### src/rtl/cic_cfg_master.sv
// cic_cfg_master: one-shot host-side sequencer that configures a CIC controller.
// A request pulse on isConfig is followed by three signed words (numsecs, dcef,
// scale) on Data_Config, then the master waits for the controller's level done.
// Build option: define CIC_CFG_TIMEOUT_EN to bound the wait for done with a
// TIMEOUT_CYCLES-cycle counter; without it the wait is unbounded and
// cfg_timeout is tied low.
module cic_cfg_master #(
  parameter int CIC_CONFIG_DATA_WIDTH = 16,
  parameter int TIMEOUT_CYCLES        = 1024
) (
  input  logic                                    CLK,
  input  logic                                    nRST,
  input  logic                                    cfg_start,
  input  logic signed [CIC_CONFIG_DATA_WIDTH-1:0] cfg_numsecs,
  input  logic signed [CIC_CONFIG_DATA_WIDTH-1:0] cfg_dcef,
  input  logic signed [CIC_CONFIG_DATA_WIDTH-1:0] cfg_scale,
  output logic                                    isConfig,
  output logic signed [CIC_CONFIG_DATA_WIDTH-1:0] Data_Config,
  input  logic                                    isConfigACK,
  input  logic                                    isConfigDone,
  output logic                                    cfg_busy,
  output logic                                    cfg_done,
  output logic                                    cfg_timeout,
  output logic                                    cfg_ack_seen
);

  localparam int W = CIC_CONFIG_DATA_WIDTH;

  // Catch an out-of-range limit at elaboration rather than silently wrapping
  // the 16-bit counter.
  if (TIMEOUT_CYCLES < 1 || TIMEOUT_CYCLES > 65535) begin : g_bad_timeout
    $error("cic_cfg_master: TIMEOUT_CYCLES must be in 1..65535");
  end

  typedef enum logic [2:0] {
    IDLE, REQ, W0, W1, W2, GUARD, WAIT_DONE, FIN
  } state_t;

  state_t              state_q;
  logic signed [W-1:0] numsecs_q, dcef_q, scale_q;
  logic signed [W-1:0] data_q;
  logic                is_config_q;
  logic                busy_q;
  logic                done_q;
  logic                ack_seen_q;

`ifdef CIC_CFG_TIMEOUT_EN
  // The counter holds the number of WAIT_DONE cycles already completed, so the
  // limit is reached on the edge where it would step from TIMEOUT_CYCLES-1.
  localparam logic [15:0] TO_LAST = 16'(TIMEOUT_CYCLES - 1);
  logic [15:0] cnt_q;
  logic        timeout_q;
`endif

  // Sequencer: state, shadow words and all registered outputs in one process.
  always_ff @(posedge CLK) begin
    if (!nRST) begin
      state_q     <= IDLE;
      numsecs_q   <= '0;
      dcef_q      <= '0;
      scale_q     <= '0;
      data_q      <= '0;
      is_config_q <= 1'b0;
      busy_q      <= 1'b0;
      done_q      <= 1'b0;
      ack_seen_q  <= 1'b0;
`ifdef CIC_CFG_TIMEOUT_EN
      cnt_q       <= '0;
      timeout_q   <= 1'b0;
`endif
    end else begin
      // Pulses and the word bus default low; each state re-drives its own.
      is_config_q <= 1'b0;
      done_q      <= 1'b0;
      data_q      <= '0;
      case (state_q)
        IDLE: begin
          if (cfg_start) begin
            numsecs_q   <= cfg_numsecs;
            dcef_q      <= cfg_dcef;
            scale_q     <= cfg_scale;
            ack_seen_q  <= 1'b0;
`ifdef CIC_CFG_TIMEOUT_EN
            timeout_q   <= 1'b0;
`endif
            busy_q      <= 1'b1;
            is_config_q <= 1'b1;
            // Shadow is not loaded yet on this edge, so drive the host word.
            data_q      <= cfg_numsecs;
            state_q     <= REQ;
          end
        end
        REQ: begin
          data_q  <= numsecs_q;
          state_q <= W0;
        end
        W0: begin
          // ACK is informational only; word timing never waits on it.
          if (isConfigACK) ack_seen_q <= 1'b1;
          data_q  <= dcef_q;
          state_q <= W1;
        end
        W1: begin
          data_q  <= scale_q;
          state_q <= W2;
        end
        W2: begin
          state_q <= GUARD;
        end
        GUARD: begin
          // One dead cycle so a done left over from a previous run is ignored.
`ifdef CIC_CFG_TIMEOUT_EN
          cnt_q   <= '0;
`endif
          state_q <= WAIT_DONE;
        end
        WAIT_DONE: begin
          // Done is checked first so it wins a tie with the timeout limit.
          if (isConfigDone) begin
            done_q  <= 1'b1;
            state_q <= FIN;
          end
`ifdef CIC_CFG_TIMEOUT_EN
          else if (cnt_q == TO_LAST) begin
            timeout_q <= 1'b1;
            busy_q    <= 1'b0;
            state_q   <= IDLE;
          end else begin
            cnt_q <= cnt_q + 16'd1;
          end
`endif
        end
        FIN: begin
          busy_q  <= 1'b0;
          state_q <= IDLE;
        end
        default: begin
          busy_q  <= 1'b0;
          state_q <= IDLE;
        end
      endcase
    end
  end

  assign isConfig     = is_config_q;
  assign Data_Config  = data_q;
  assign cfg_busy     = busy_q;
  assign cfg_done     = done_q;
  assign cfg_ack_seen = ack_seen_q;
`ifdef CIC_CFG_TIMEOUT_EN
  assign cfg_timeout  = timeout_q;
`else
  assign cfg_timeout  = 1'b0;
`endif

endmodule

### config.mk
export PLATFORM = sky130hd
export DESIGN_NAME = cic_cfg_master
export DESIGN_NICKNAME = d
export VERILOG_FILES = /design/src/rtl/cic_cfg_master.sv
export SDC_FILE = /design/constraint.sdc
export NUM_CORES = 1
export LEC_CHECK = 0
export ABC_AREA = 1
export BUFFER_PORTS_ARGS = -buffer_cell sky130_fd_sc_hd__buf_2
export CAP_MARGIN = 20
export CORE_MARGIN = 5
export CORE_UTILIZATION = 54
export CTS_CLUSTER_SIZE = 16
export DETAILED_ROUTE_END_ITERATION = 8
export GPL_TIMING_DRIVEN = 1
export PLACE_DENSITY_LB_ADDON = 0.12
export SETUP_SLACK_MARGIN = 0.1
export SLEW_MARGIN = 20
export SYNTH_ARGS = -nofsm -noshare
export SYNTH_HDL_FRONTEND = slang
export SYNTH_SLANG_ARGS = --single-unit
### constraint.sdc
create_clock -name CLK -period 1.65 [get_ports CLK]
set_input_delay 0.33 -clock CLK [delete_from_list [all_inputs] [get_ports CLK]]
set_output_delay 0.33 -clock CLK [all_outputs]
set_load 0.05 [all_outputs]
==> run metrics <==
status completed; initial antenna violation count 0; Starting DRT DRC Count 179; GR Util All Layers 21.2%; crit-path max cell delay 0.35 ns; number of max-cap violations 0; LEAKAGE 2.54 nW; Synth Area per Inst 6.11 um2; critical path depth 8; Synth Cell Area 3480 um2; P per Cell Area 1130 nW/um2; worst path required time 1.90 ns; Cells after Synth 569; CTS sink cnt 71; Worst R2R Path Depth 8; hold wc startpoint isConfigDone; Nets 691; peak supply drop 0.796 mV; DIE AREA 8140 um2; CP delay by family, top simple AND/OR/NAND/NOR gates; Layout area overhead 21.0%; Total Power 4.75 mW; post-layout util 66.6%; first-pass GRT wire length 14300 um; Buf/Inv on CP 2; CP most frequent cell nand2_1; maximum clock insertion buffer count 2; wire per inst 11.9 um; Critical Path End Type register; vias per std cell 4.76; skew final 0.00344 ns; CP startpoint state_q[1]; GRT overflow 0; Non-Filler Instances 720; leading cell types in the layout, fill and taps excluded 183 x nand2_1, 115 x inv_1, 72 x buf_2; RSZ-0062 raised after global routing false; Starting Density 55.1%; crit path time final 1.45 ns; slowest CP cell dfxtp_1; r2r setup slk 0.20 ns; most common cell after layout, fill and taps aside nand2_1; Worst-path clk slew 0.07 ns; row count 29; Hold WC Path Type input pin to register; sequential element share of the synthesized area 40.9%; Hold Violations, Final 0; clock root cell clkbuf_8; cell count after placement 701; drt pass-1 iters 4; Detail Route Antenna Nets 0; final wirelength 8580 um; setup_tns 0 ns; Highest Clock Rate 689 MHz; Vias 3426; Tcrit/Tclk final 88.0%; vias in the first global route 3207; hold depth 3; Setup crit start kind register; Filler Cell Count 618; cts bufs inserted 9; largest net degree at the start of global routing 69; WS Path Type register to register; worst path cell trace buf_4 > nor2_4 > nand2_1 > nor2_2 > buf_12 > nand2_1 > nand2_1 > nor2_1; DRC Markers 0; GP Congestion 0.808; Yosys cell types 18; share of cells above drive strength 1 17.9%; core area 6310 um2; Syn. warnings 0; register area 1420 um2; Max FO, Critical Path 32; Die H 90.2 um; Antenna Cells 0; syn nets 622; CP arrival 1.70 ns; Port Buf Inserts 72; CTS H-tree depth 3; detailed placement HPWL 5980 um; Final setup viols 0; Top Ports 74; PostCTS Resize Cnt 0; max-slew violations 0; area of the multi-input gates 1450 um2; CTS tree done; FF-to-FF Start state_q[1]; Yosys reg bits 71; die width 90.2 um; clk_lat worst skew 0.35 ns
-- report_power, final --
| part | switching, mW | leakage (nW) | internal (mW) |
|---|---|---|---|
| clock network | 0.662 | 0.122 | 1.04 |
| logic | 0.708 | 1.83 | 0.366 |
| registers | 0.0890 | 0.584 | 1.89 |
-- area by class of cell --
| cell class | count | area share (%) |
|---|---|---|
| Multi-Input combinational cell | 346 | 34.6 |
| Sequential cell | 71 | 33.8 |
| Timing Repair Buffer | 91 | 12.9 |
| Inverter | 119 | 10.6 |
| Clock buffer | 10 | 3.27 |
| Clock inverter | 6 | 2.56 |
| Tap cell | 77 | 2.29 |
-- per-layer routing --
layer / share of wire [%] / vias to the layer above / track usage [%]
li1: - / 1806 / -
met2: 49 / 104 / 35.1
met4: 1.7 / 0 / 8.68
met5: 0 / - / 0
met3: 5.5 / 16 / 4.92
met1: 44 / 1500 / 26.4
-- sequential cells by signal, summed over array words and instances, names as in the netlist --
signal / flops
isConfig: 1
state_q: 3
Data_Config: 16
scale_q: 16
numsecs_q: 16
cfg_ack_seen: 1
dcef_q: 16
cfg_done: 1
cfg_busy: 1
-- cells in the mapped netlist --
master / n / area share, %
buf_2: 15 / 2.2
dfxtp_1: 71 / 41
a21oi_1: 3 / 0.43
nand4_1: 17 / 3.1
o21ai_0: 2 / 0.29
nor2_4: 2 / 0.65
nor2_1: 68 / 7.3
nor3_1: 2 / 0.29
clkbuf_1: 11 / 1.2
clkinv_1: 1 / 0.11
buf_4: 3 / 0.65
nor2_2: 3 / 0.54
conb_1: 1 / 0.11
inv_2: 3 / 0.32
nand2_1: 183 / 20
inv_1: 115 / 12
nand3_1: 65 / 9.4
buf_1: 4 / 0.43
-- stage by stage --
step / hold slack, ns / setup WS [ns] / area (um2)
after floorplan: 0.444 / 0.368 / 3480
after global placement: 0.435 / 0.192 / 3940
after detailed placement: 0.445 / 0.117 / 3940
after CTS: 0.229 / 0.105 / 4180
after global routing: 0.231 / 0.106 / 4200
final: 0.234 / 0.198 / 4200
-- what timing repair did --
action,4_1_cts,5_1_grt
hold endpoints to repair,0,0
hold buffers,0,0
setup buffers,0,3
endpoints found under the setup margin,0,51
-- kinds of logic (layout without fill, tap and decap cells) --
family | count (synthesis) | count (layout) | share of synthesized area, %
AND/OR/NAND/NOR | 340 | 340 | 41.0
AO/OA/AOI/OAI | 5 | 5 | 0.720
other | 1 | 1 | 0.108
flip-flops | 71 | 71 | 40.9
buffers and inverters | 152 | 226 | 17.3
-- final timing paths --
| kind | to |
|---|---|
| worst min register to register | cfg_ack_seen |
| worst min-delay path | cfg_done |
| worst max-delay path | dcef_q[7] |
| worst max register to register | dcef_q[7] |
-- worst min-delay path: cells and delay by family --
family	cells	cell delay (ns)
and+or+nand+nor	2	0.09
buffers and inverters	1	0.11
(Power assumes the default switching activity.)
